### src/rtl/gpio_pattern_check.sv
// gpio_pattern_check
// Receive side of the GPIO counter pattern link. A free-running binary count
// arrives on gpio_in. It is synchronized, filtered for bit skew, and checked
// for +1 increments modulo 2^WIDTH. Lock, error and activity status are
// reported on status ports and on the 8 user LEDs.
//
// Pipeline from a gpio_in change to a status update:
//   edge 1      s1 captures gpio_in
//   edge 2      s2 captures s1
//   edge 3      cand/stab start tracking the new value (stab = 1)
//   edge 2+N    stab reaches STABLE, accept pulse registered
//   edge 3+N    checker state and counters update
// With STABLE = 1, a source that changes every clock is accepted every clock.
//
// locked is a registered copy of "state is LOCKED", so it follows the state
// register by one clock. Counters and err_sticky update on the same edge as
// the state transition that causes them.

module gpio_pattern_check #(
    parameter int WIDTH      = 27,
    parameter int STABLE     = 1,
    parameter int LOCK_COUNT = 16,
    parameter int TIMEOUT    = 1048575
) (
    input  logic             clk,
    input  logic             rst,
    input  logic [WIDTH-1:0] gpio_in,
    input  logic             clear,
    output logic             locked,
    output logic             err_sticky,
    output logic [15:0]      err_count,
    output logic [31:0]      good_count,
    output logic [7:0]       led
);

    localparam logic [3:0]       STAB_MAX     = 4'(STABLE);
    localparam logic [7:0]       LOCK_MAX     = 8'(LOCK_COUNT);
    localparam logic [23:0]      TIMEOUT_LAST = 24'(TIMEOUT - 1);
    localparam logic [WIDTH-1:0] ONE_W        = WIDTH'(1);

    typedef enum logic [1:0] {
        ACQUIRE = 2'd0,
        TRACK   = 2'd1,
        LOCKED  = 2'd2
    } state_t;

    // Synchronizer stages
    logic [WIDTH-1:0] s1_reg;
    logic [WIDTH-1:0] s2_reg;

    // Stability filter
    logic [WIDTH-1:0] cand_reg;
    logic [WIDTH-1:0] cand_next;
    logic [3:0]       stab_reg;
    logic [3:0]       stab_next;
    logic             accept_reg;
    logic             accept_next;

    // Checker state
    state_t           state_reg;
    logic [WIDTH-1:0] last_reg;
    logic [7:0]       consec_reg;
    logic [23:0]      timer_reg;

    // Status registers
    logic             locked_reg;
    logic             err_sticky_reg;
    logic [15:0]      err_count_reg;
    logic [31:0]      good_count_reg;

    // Heartbeat
    logic [23:0]      hb_cnt_reg;
    logic             hb_reg;

    // Derived checker terms
    logic [WIDTH-1:0] expect_value;
    logic             good;
    logic             stall;
    logic             lock_err;
    logic             lock_good;
    logic [15:0]      err_base;
    logic [15:0]      err_inc;
    logic [31:0]      good_base;
    logic             sticky_base;

    // Two-flop synchronizer; gpio_in feeds s1 directly with no logic in between
    always_ff @(posedge clk) begin
        if (!rst) begin
            s1_reg <= '0;
            s2_reg <= '0;
        end else begin
            s1_reg <= gpio_in;
            s2_reg <= s1_reg;
        end
    end

    // Stability filter next-state: restart on any change, otherwise count up to STABLE
    always_comb begin
        cand_next = cand_reg;
        stab_next = stab_reg;
        if (s2_reg != cand_reg) begin
            cand_next = s2_reg;
            stab_next = 4'd1;
        end else if (stab_reg < STAB_MAX) begin
            stab_next = stab_reg + 4'd1;
        end
    end

    // Accept only on the cycle stab arrives at STABLE. With STABLE = 1 that
    // arrival is a fresh value (s2 != cand) while stab is already 1.
    assign accept_next = (stab_next == STAB_MAX) &&
                         ((stab_next != stab_reg) || (s2_reg != cand_reg));

    // Stability filter registers and the registered accept pulse
    always_ff @(posedge clk) begin
        if (!rst) begin
            cand_reg   <= '0;
            stab_reg   <= '0;
            accept_reg <= 1'b0;
        end else begin
            cand_reg   <= cand_next;
            stab_reg   <= stab_next;
            accept_reg <= accept_next;
        end
    end

    // Increment check wraps naturally in WIDTH bits, so all-ones -> 0 is good
    assign expect_value = last_reg + ONE_W;
    assign good         = (cand_reg == expect_value);

    // Stall: TIMEOUT consecutive cycles in LOCKED without an accept
    assign stall     = (state_reg == LOCKED) && !accept_reg && (timer_reg == TIMEOUT_LAST);
    assign lock_err  = (state_reg == LOCKED) && ((accept_reg && !good) || stall);
    assign lock_good = (state_reg == LOCKED) && accept_reg && good;

    // clear zeroes the counters first; an error or good accept in the same
    // cycle is then applied on top, so the event is never lost.
    assign err_base    = clear ? 16'd0 : err_count_reg;
    assign good_base   = clear ? 32'd0 : good_count_reg;
    assign sticky_base = clear ? 1'b0  : err_sticky_reg;
    assign err_inc     = (err_base == 16'hFFFF) ? err_base : err_base + 16'd1;

    // Checker FSM with its counters and registered status outputs
    always_ff @(posedge clk) begin
        if (!rst) begin
            state_reg      <= ACQUIRE;
            last_reg       <= '0;
            consec_reg     <= '0;
            timer_reg      <= '0;
            locked_reg     <= 1'b0;
            err_sticky_reg <= 1'b0;
            err_count_reg  <= '0;
            good_count_reg <= '0;
        end else begin
            locked_reg     <= (state_reg == LOCKED);
            err_count_reg  <= err_base;
            good_count_reg <= good_base;
            err_sticky_reg <= sticky_base;

            if (accept_reg) begin
                last_reg <= cand_reg;
            end
            if (lock_err) begin
                err_count_reg  <= err_inc;
                err_sticky_reg <= 1'b1;
            end
            if (lock_good) begin
                good_count_reg <= good_base + 32'd1;
            end

            case (state_reg)
                ACQUIRE: begin
                    // First accepted value only seeds last; nothing to compare yet
                    if (accept_reg) begin
                        consec_reg <= '0;
                        state_reg  <= TRACK;
                    end
                end
                TRACK: begin
                    if (accept_reg) begin
                        if (good) begin
                            consec_reg <= consec_reg + 8'd1;
                            if (consec_reg + 8'd1 == LOCK_MAX) begin
                                state_reg <= LOCKED;
                                timer_reg <= '0;
                            end
                        end else begin
                            // Mismatches while not locked just restart the run
                            consec_reg <= '0;
                        end
                    end
                end
                LOCKED: begin
                    if (accept_reg) begin
                        if (good) begin
                            timer_reg <= '0;
                        end else begin
                            consec_reg <= '0;
                            state_reg  <= TRACK;
                        end
                    end else if (stall) begin
                        state_reg <= ACQUIRE;
                    end else begin
                        timer_reg <= timer_reg + 24'd1;
                    end
                end
                default: begin
                    state_reg <= ACQUIRE;
                end
            endcase
        end
    end

    // Free-running heartbeat; toggles once per 2^24 clocks, cleared only by reset
    always_ff @(posedge clk) begin
        if (!rst) begin
            hb_cnt_reg <= '0;
            hb_reg     <= 1'b0;
        end else begin
            hb_cnt_reg <= hb_cnt_reg + 24'd1;
            if (hb_cnt_reg == 24'hFF_FFFF) begin
                hb_reg <= ~hb_reg;
            end
        end
    end

    assign locked     = locked_reg;
    assign err_sticky = err_sticky_reg;
    assign err_count  = err_count_reg;
    assign good_count = good_count_reg;

    // LED map: pure wiring of registered bits
    assign led[0] = locked_reg;
    assign led[1] = err_sticky_reg;
    assign led[2] = hb_reg;
    for (genvar gi = 0; gi < 5; gi++) begin : g_led_err
        assign led[3+gi] = err_count_reg[gi];
    end

endmodule

### config.mk
export PLATFORM = sky130hd
export DESIGN_NAME = gpio_pattern_check
export DESIGN_NICKNAME = d
export VERILOG_FILES = /design/src/rtl/gpio_pattern_check.sv
export SDC_FILE = /design/constraint.sdc
export NUM_CORES = 1
export LEC_CHECK = 0
export BUFFER_PORTS_ARGS = -buffer_cell sky130_fd_sc_hd__buf_4
export CORE_ASPECT_RATIO = 0.6
export CORE_MARGIN = 5
export CORE_UTILIZATION = 35
export CTS_BUF_LIST = sky130_fd_sc_hd__clkbuf_8 sky130_fd_sc_hd__clkbuf_16
export DETAILED_ROUTE_END_ITERATION = 10
export SLEW_MARGIN = 40
export SYNTH_ARGS = -nofsm -noshare
export SYNTH_HDL_FRONTEND = slang
export SYNTH_SLANG_ARGS = --single-unit
### constraint.sdc
create_clock -name clk -period 3.59 [get_ports clk]
set_input_delay 0.359 -clock clk [delete_from_list [all_inputs] [get_ports clk]]
set_output_delay 0.359 -clock clk [all_outputs]
set_load 0.02 [all_outputs]
==> flow_metrics.tcl, run 1 <==
set metrics [dict create \
    nets 1272 \
    wl_met1_um 13270 \
    dr_total_vias 8423 \
    report.final.slew_viol_count 0 \
    cts.sinks 222 \
    power_leakage_nw 4.644 \
    end_kind "flop" \
    die_height_um 142.8 \
    sw_frac_of_total 0.2272 \
    clkLatencyLatePin_ns 0.52 \
    synth-adder-area-share 0.01094 \
    cts_tree "done" \
    synth.distinct_cells 69 \
    synth_edf_count 0 \
    syn_to_final_growth_pct 17.93 \
    fmax_ghz 0.2884 \
    layout_min_cycle_time_ns 3.467 \
    synth_area_per_cell_um2 8.812 \
    drive_above_1_share 0.1489 \
    synth-compound-area-share 0.1275 \
    place.gp.congestion 0.8375 \
    grt_pass1_wl_um 40490 \
    critPathRequiredTime_ns 4.03 \
    max_stage_delay_ns 0.54 \
    synth_mux_area_frac 0.03927 \
    async_flop_share 0 \
    die_w_um 231.4 \
    setup_viol 0 \
    synth.yosys.seq_area_share 0.4318 \
    fill_cells 2821 \
    dr.first_iter.drc_count 650 \
    cts_buffers 22 \
    critPathArrivalTime_ns 3.90 \
    power.share.combinational 0.049 \
    status "finished clean" \
    worstPathMaxFanout 18 \
    routed_via_density 5.108 \
    hold_viol 0 \
    yosysWarnings 0 \
    ant_nets 0 \
    synth_top_family_by_area "simple AND/OR/NAND/NOR gates" \
    syn_area_um2 10290 \
    p_int_mw 3.887 \
    pre_cts_ws_ns -0.01456 \
    p_seq_frac 0.506 \
    cap_violations 0 \
    synth_fp_nets 1207 \
    met3WireLength_um 1202 \
    vdd_drop_max_uv 260.4 \
    yosys_most_used_dff "dfxtp_1" \
    port_buffers 87 \
    num_io_pins 88 \
    avgRoutedWirePerCell_um 15.00 \
    grt_usage 0.1452 \
    power_frac_clock 0.445 \
    ctsRootBufferMaster "clkbuf_16" \
    syn_inst 1168 \
    start_util 0.3563 \
    antenna_found_initial 0 \
    n_antenna_cell 0 \
    overflow 0 \
    setup_ws_ns 0.1229 \
    synth-simple-area-share 0.2747 \
    drt_pass1_iterations 5 \
    finalClockSkew_ns 0.02263 \
    wl_um 24740 \
    largest_register_ffs 32 \
    core_area_um2 28890 \
    grt_max_degree 100 \
    ys_ff_latch 222 \
    clkTransAtPathRegs_ns 0.07 \
    top_layer "met4" \
    placementRows 48 \
    grt_pass1_vias 7736 \
    synth_xor_area_frac 0.07403 \
    cts_buffer_depth 3 \
    start_kind "flop" \
    hpwl_um 16840 \
    cts_max_level 1 \
    p_per_area_nw_per_um2 414.4 \
    path_cells "ha_4 > nand4_1 > nor4_4 > nand3_2 > or4b_4 > a31oi_4 > o2111ai_4 > or3_1 > buf_4 > or4_1 > o21ai_1" \
    period_share 0.9658 \
    dieArea_um2 33050 \
    total_power_mw 5.029 \
    wl_met2_um 9936 \
    hp-class "in2reg" \
    drc 0 \
    path_class "reg2reg" \
    worstMarginPinSlew_ns 0.6883 \
    cpMaxStageDelayCell "or4b_4" \
    net-switching-power_mw 1.143 \
    slew_headroom 0.5369 \
]
==> path summary, 6_finish.rpt <==
| check | slack, ns | from | cells past startpoint | end |
|---|---|---|---|---|
| max reg2reg | 0.12 | last_reg[0] | 11 | good_count[19] |
| max | 0.12 | last_reg[0] | 11 | good_count[19] |
| min | 0.04 | gpio_in[16] | 2 | s1_reg[16] |
| min reg2reg | 0.43 | s1_reg[17] | 1 | s2_reg[17] |
==> synthesized netlist by cell type (22+ instances only) <==
| cell type | instances | share of area |
|---|---|---|
| nor2_1 | 106 | 0.039 |
| xnor2_1 | 43 | 0.037 |
| nand2_1 | 100 | 0.036 |
| or3_1 | 22 | 0.013 |
| and2_1 | 87 | 0.053 |
| clkbuf_1 | 41 | 0.015 |
| dfxtp_1 | 222 | 0.43 |
| a21oi_1 | 41 | 0.020 |
| or4_1 | 22 | 0.016 |
| xor2_1 | 44 | 0.037 |
| nand4_1 | 34 | 0.021 |
| o21ai_0 | 34 | 0.017 |
| nand3_1 | 48 | 0.023 |
| mux2i_1 | 37 | 0.036 |
| inv_1 | 25 | 0.0091 |
==> layer usage <==
metal  up-vias  track usage
li1       4273            -
met1      3946       0.2263
met2       177       0.2103
met3        27      0.02623
met4         0      0.02563
met5         -            0
==> cell families after synthesis <==
| family | after synthesis |
|---|---|
| multiplexers | 40 |
| buffers and inverters | 97 |
| flip-flops | 222 |
| XOR/XNOR | 87 |
| AND/OR/NAND/NOR | 524 |
| AO/OA/AOI/OAI | 189 |
| adder cells (fa/ha/maj) | 9 |
==> placed cells by master (no fill, tap or decap), types with 29 or more instances in the layout <==
cell / Yosys / final
a21oi_1: 41 / 41
and2_1: 87 / 87
buf_4: 12 / 111
dfxtp_1: 222 / 217
inv_1: 25 / 29
mux2i_1: 37 / 36
nand2_1: 100 / 100
nand3_1: 48 / 48
nand4_1: 34 / 34
nor2_1: 106 / 105
o21ai_0: 34 / 34
xnor2_1: 43 / 43
xor2_1: 44 / 44
==> layout make-up <==
cell class,count,area (um2),share of cell area
Clock inverter,11,66.31,0.005463
Timing Repair Buffer,113,864.6,0.07123
Multi-Input combinational cell,849,5510,0.4540
Clock buffer,29,646.9,0.05329
Sequential cell,222,4456,0.3671
Tap cell,400,500.5,0.04123
Inverter,25,93.84,0.007731
==> metrics by stage <==
step,hold WS (ns),std cells,utilization,setup TNS [ns],cell area (um2)
finish,0.04216,1649,0.4202,0,12140
global route,0.02817,1649,0.4202,-0.2443,12140
CTS,0.01445,1647,0.4163,0,12030
detailed placement,0.4169,1607,0.3913,-0.01456,11300
global placement,0.4192,1607,0.3913,0,11300
floorplan,0.4119,1168,-,0,10290
==> power groups by stage <==
| stage | Clock, mW | Combinational (mW) | Sequential, mW |
|---|---|---|---|
| floorplan | 0 | 0.173 | 2.59 |
| global placement | 0 | 0.236 | 2.60 |
| detailed placement | 0 | 0.239 | 2.60 |
| CTS | 2.32 | 0.240 | 2.55 |
| global route | 2.42 | 0.273 | 2.55 |
| finish | 2.24 | 0.246 | 2.55 |
==> critical path, delay by kind of cell (launching register included) <==
family | cells | cell delay, ns
simple gates | 6 | 2.13
compound gates | 3 | 0.47
flops | 1 | 0.39
buf+inv | 1 | 0.21
fa+ha+maj | 1 | 0.18
==> what timing repair did <==
item | in CTS | in global routing
gates resized for setup | 1 | 20
endpoints found under the setup margin | 2 | 54
setup buffers | 0 | 2
hold buffers | 0 | 0
pin swaps | 0 | 2
(Power assumes the default switching activity.)
==> run 2: changes to the inputs <==
SETUP_SLACK_MARGIN = 0.2   (was default)
==> run 2 against run 1 <==
  * Count of clock-buffer cells in the layout is the same
  * Die area stayed put
  * First-iteration DRC count rose by 10%
  * Sequential share of layout area shrank 0.29 points
  * Critical path type unchanged
  * Highest routed layer unchanged
==> flow_metrics.tcl, run 2 (same netlist as run 1, synthesis figures left out) <==
set metrics [dict create \
    fmax_ghz 0.3021 \
    hp-class "in2reg" \
    postCtsHoldBufs 0 \
    cts.sinks 222 \
    place.gp.congestion 0.8375 \
    dr_total_vias 8429 \
    cts_max_level 1 \
    total_power_mw 5.037 \
    p_int_mw 3.889 \
    drt_pass1_iterations 5 \
    core_area_um2 28890 \
    rsz0062_at_grt "yes" \
    clkTransAtPathRegs_ns 0.07 \
    ant_nets 0 \
    p_seq_frac 0.506 \
    layout_min_cycle_time_ns 3.311 \
    drc 0 \
    routed_via_density 5.096 \
    power_leakage_nw 4.711 \
    nets 1277 \
    start_kind "flop" \
    ctsRootBufferMaster "clkbuf_16" \
    sw_frac_of_total 0.2280 \
    placementRows 48 \
    cts_buffer_depth 3 \
    drive_above_1_share 0.1619 \
    cts_tree "done" \
    dr.first_iter.drc_count 715 \
    critPathArrivalTime_ns 3.75 \
    wl_um 24710 \
    p_per_area_nw_per_um2 410.6 \
    num_io_pins 88 \
    start_util 0.3563 \
    avgRoutedWirePerCell_um 14.94 \
    cap_violations 0 \
    largest_register_ffs 32 \
    hold_viol 0 \
    port_buffers 87 \
    critPathRequiredTime_ns 4.03 \
    worstMarginPinSlew_ns 0.6929 \
    setup_viol 0 \
    layout_commonest_cell "dfxtp_1" \
    period_share 0.9222 \
    antenna_found_initial 0 \
    syn_to_final_growth_pct 19.18 \
    final_cell_mix "dfxtp_1 (210), buf_4 (114), nor2_1 (105)" \
    status "finished clean" \
    grt_max_degree 100 \
    cts_buffers 22 \
    worstPathMaxFanout 18 \
    power.share.combinational 0.050 \
    die_w_um 231.4 \
    grt_pass1_vias 7767 \
    overflow 0 \
    end_kind "flop" \
    power_frac_clock 0.445 \
    vdd_drop_max_uv 263.3 \
    path_class "reg2reg" \
    die_height_um 142.8 \
    final_util 0.4246 \
    dieArea_um2 33050 \
    grt_pass1_wl_um 40640 \
    n_antenna_cell 0 \
    net-switching-power_mw 1.148 \
    slew_headroom 0.5338 \
    finalClockSkew_ns 0.02338 \
    hpwl_um 16840 \
    report.final.slew_viol_count 0 \
    clkLatencyLatePin_ns 0.52 \
    grt_usage 0.1456 \
]
## run 2: cell count changes in the layout (fill, tap and decap cells not counted), sizes merged
cell  change
buf       +5
## run 2: path summary, 6_finish.rpt
path | startpoint | to | slack (ns) | cells after the start
worst max-delay path | last_reg[1] | good_count[19] | 0.28 | 12
worst min-delay path | gpio_in[16] | s1_reg[16] | 0.04 | 2
worst max register to register | last_reg[1] | good_count[19] | 0.28 | 12
worst min register to register | s1_reg[17] | s2_reg[17] | 0.43 | 1
## run 2: power by group through the flow
| stage | clock network, mW | logic [mW] | registers (mW) |
|---|---|---|---|
| floorplan | 0 | 0.173 | 2.59 |
| global placement | 0 | 0.236 | 2.60 |
| detailed placement | 0 | 0.239 | 2.60 |
| CTS | 2.32 | 0.244 | 2.55 |
| global route | 2.42 | 0.278 | 2.55 |
| finish | 2.24 | 0.250 | 2.55 |
## run 2: stage by stage
stage / instances / hold WS (ns) / TNS, ns / setup slack [ns] / area, um2
6_report: 1654 / 0.04091 / 0 / 0.2794 / 12270
5_1_grt: 1654 / 0.02829 / 0 / 0.1406 / 12270
4_1_cts: 1650 / 0.01445 / 0 / 0.1821 / 12090
3_5_place_dp: 1607 / 0.4169 / -0.01456 / -0.01456 / 11300
3_3_place_gp: 1607 / 0.4192 / 0 / 0.1410 / 11300
2_1_floorplan: 1168 / 0.4119 / 0 / 0.4448 / 10290
## run 2: what timing repair did
item	CTS	global route
buffers inserted	3	4
endpoints found under the setup margin	42	56
pin swaps	2	5
resized for setup	9	33
hold endpoints to repair	0	0
## run 2: critical path, cell delays in order, from the launching register on
cell and delay, ns:
dfxtp_4 0.38, ha_4 0.18, nand4_1 0.15, nor4_4 0.31, nand3_2 0.17, or4b_4 0.52, a31oi_4 0.20, buf_6 0.13
o2111ai_4 0.15, or3_4 0.38, buf_12 0.16, or4_1 0.40, o21ai_1 0.08
## run 2: area by class of cell
class / instances / area, um2
Clock buffer: 29 / 646.9
Clock inverter: 11 / 66.31
Fill cell: 2801 / 16620
Inverter: 25 / 93.84
Multi-Input combinational cell: 849 / 5574
Sequential cell: 222 / 4467
Tap cell: 400 / 500.5
Timing Repair Buffer: 118 / 918.4
## run 2: metal layers
metal  GRT usage  wire length [um]  vias to the layer above
li1            -                 -                     4287
met1      0.2267             13180                     3940
met2      0.2117              9837                      175
met3     0.02623              1333                       27
met4     0.02531               354                        0
met5           0                 0                        -
==> run 3: changes to the inputs <==
CORE_MARGIN = 8   (was 5)
==> run 3 against run 2 <==
  * Sequential power is essentially flat
  * Design area is 0.64% lower
  * Total power is 1.3% higher
  * Setup slack improved by 0.031 ns
  * First-iteration DRC count decreased by 5.2%
  * Cell count decreased by 1.4%
  * Sequential cell count unchanged
  * Count of clock-buffer cells in the layout fell by 5
  * Critical path depth stayed put
  * Combinational power barely moved
  * Via count is 1.2% higher
==> flow_metrics.tcl, run 3 (same netlist as run 1, synthesis figures left out) <==
set metrics [dict create \
    status "finished clean" \
    final_cell_mix "dfxtp_1 (213), buf_4 (115), nor2_1 (106)" \
    layout_min_cycle_time_ns 3.279 \
    setup_ws_ns 0.3106 \
    core_area_um2 28830 \
    layout_commonest_cell "dfxtp_1" \
    wl_um 25390 \
    cts_tree "done" \
    cts_max_level 1 \
    dieArea_um2 35330 \
    n_antenna_cell 0 \
    path_class "reg2reg" \
    hold_viol 0 \
    rsz0062_at_grt "no" \
    largest_register_ffs 32 \
    grt_pass1_vias 8036 \
    critPathArrivalTime_ns 3.76 \
    path_cells "ha_4 > nand4_1 > nor4_4 > buf_4 > nand3_2 > or4b_4 > a31oi_4 > o2111ai_2 > buf_4 > or4_1 > a21oi_1 > a21o_1" \
    hp-class "in2reg" \
    p_per_area_nw_per_um2 418.7 \
    cts_buffer_depth 3 \
    routed_via_density 5.231 \
    die_height_um 148.8 \
    drc 0 \
    finalClockSkew_ns 0.01518 \
    placementRows 48 \
    report.final.slew_viol_count 0 \
    reg2reg_setup_slack_ns 0.31 \
    drive_above_1_share 0.1584 \
    period_share 0.9135 \
    fill_cells 2847 \
    start_util 0.3570 \
    setup_viol 0 \
    regArea_um2 4461 \
    nets 1279 \
    cts_buffers 23 \
    p_seq_frac 0.499 \
    vdd_drop_max_uv 387.5 \
    die_w_um 237.4 \
    power_frac_clock 0.452 \
    power.share.combinational 0.049 \
    place.gp.congestion 0.8613 \
    worstPathMaxFanout 7 \
    max_stage_delay_ns 0.57 \
    postCtsHoldBufs 0 \
    grt_max_degree 115 \
    critPathRequiredTime_ns 4.07 \
    ant_nets 0 \
    dr_total_vias 8532 \
    ctsRootBufferMaster "clkbuf_16" \
    grt_pass1_wl_um 41380 \
    antenna_found_initial 0 \
    cp_common_cell "buf_4" \
    drt_pass1_iterations 5 \
    fmax_ghz 0.3049 \
    clkTransAtPathRegs_ns 0.06 \
    grt_usage 0.1380 \
    start_kind "flop" \
    p_int_mw 3.898 \
    overflow 0 \
    pre_cts_ws_ns 0.1277 \
    worstMarginPinSlew_ns 0.7329 \
    syn_to_final_growth_pct 18.42 \
    avgRoutedWirePerCell_um 15.57 \
    slew_headroom 0.5069 \
    clkLatencyLatePin_ns 0.53 \
    cpMaxStageDelayCell "or4_1" \
    power_leakage_nw 4.691 \
    sw_frac_of_total 0.2363 \
    port_buffers 87 \
    net-switching-power_mw 1.206 \
    multi_input_area_um2 5517 \
    cts.sinks 222 \
    cap_violations 0 \
    tns_ns 0 \
    hpwl_um 17450 \
    end_kind "flop" \
    num_io_pins 88 \
    dr.first_iter.drc_count 678 \
]
-- run 3: what timing repair did --
action                                  4_1_cts  5_1_grt
endpoints found under the setup margin       31       50
buffers inserted                              1        5
resized for setup                             4       26
cloned                                        0        1
pin swaps                                     1        7
-- run 3: power by group through the flow --
stage | Sequential, mW | Combinational (mW) | Clock (mW)
after floorplan | 2.59 | 0.173 | 0
after global placement | 2.60 | 0.239 | 0
after detailed placement | 2.60 | 0.243 | 0
after CTS | 2.55 | 0.244 | 2.38
after global routing | 2.55 | 0.275 | 2.48
final | 2.55 | 0.250 | 2.31
-- run 3: cell type report --
type | instances | area share
Clock buffer | 24 | 0.04835
Clock inverter | 17 | 0.01088
Inverter | 25 | 0.007699
Multi-Input combinational cell | 849 | 0.4526
Sequential cell | 222 | 0.3660
Tap cell | 375 | 0.03850
Timing Repair Buffer | 119 | 0.07597
-- run 3: per-layer routing --
metal	vias up	share of wire	track usage
li1	4291	-	-
met1	3994	0.53	0.2044
met2	216	0.39	0.1985
met3	31	0.060	0.03266
met4	0	0.013	0.03171
met5	-	0	0
-- run 3: final timing paths --
path,depth (start not counted),from,to
worst max-delay path,12,last_reg[1],consec_reg[6]
worst min-delay path,2,gpio_in[16],s1_reg[16]
worst max register to register,12,last_reg[1],consec_reg[6]
worst min register to register,1,s1_reg[6],s2_reg[6]
-- run 3: stage by stage --
step / cells / power [mW] / util / hold WS, ns / area, um2
2_1_floorplan: 1168 / 2.759 / - / 0.4119 / 10290
4_1_cts: 1625 / 5.169 / 0.4173 / 0.007066 / 12030
3_5_place_dp: 1583 / 2.845 / 0.3915 / 0.4177 / 11280
5_1_grt: 1631 / 5.307 / 0.4228 / 0.01057 / 12190
3_3_place_gp: 1583 / 2.840 / 0.3913 / 0.4179 / 11280
6_report: 1631 / 5.104 / 0.4228 / 0.02883 / 12190
-- run 3: critical path, delay by kind of cell (launching register included) --
kind                     cells  cell delay [ns]
AO/OA/AOI/OAI                4             0.64
adder cells (fa/ha/maj)      1             0.17
buffers and inverters        2             0.37
flip-flops                   1             0.38
AND/OR/NAND/NOR              5             1.66
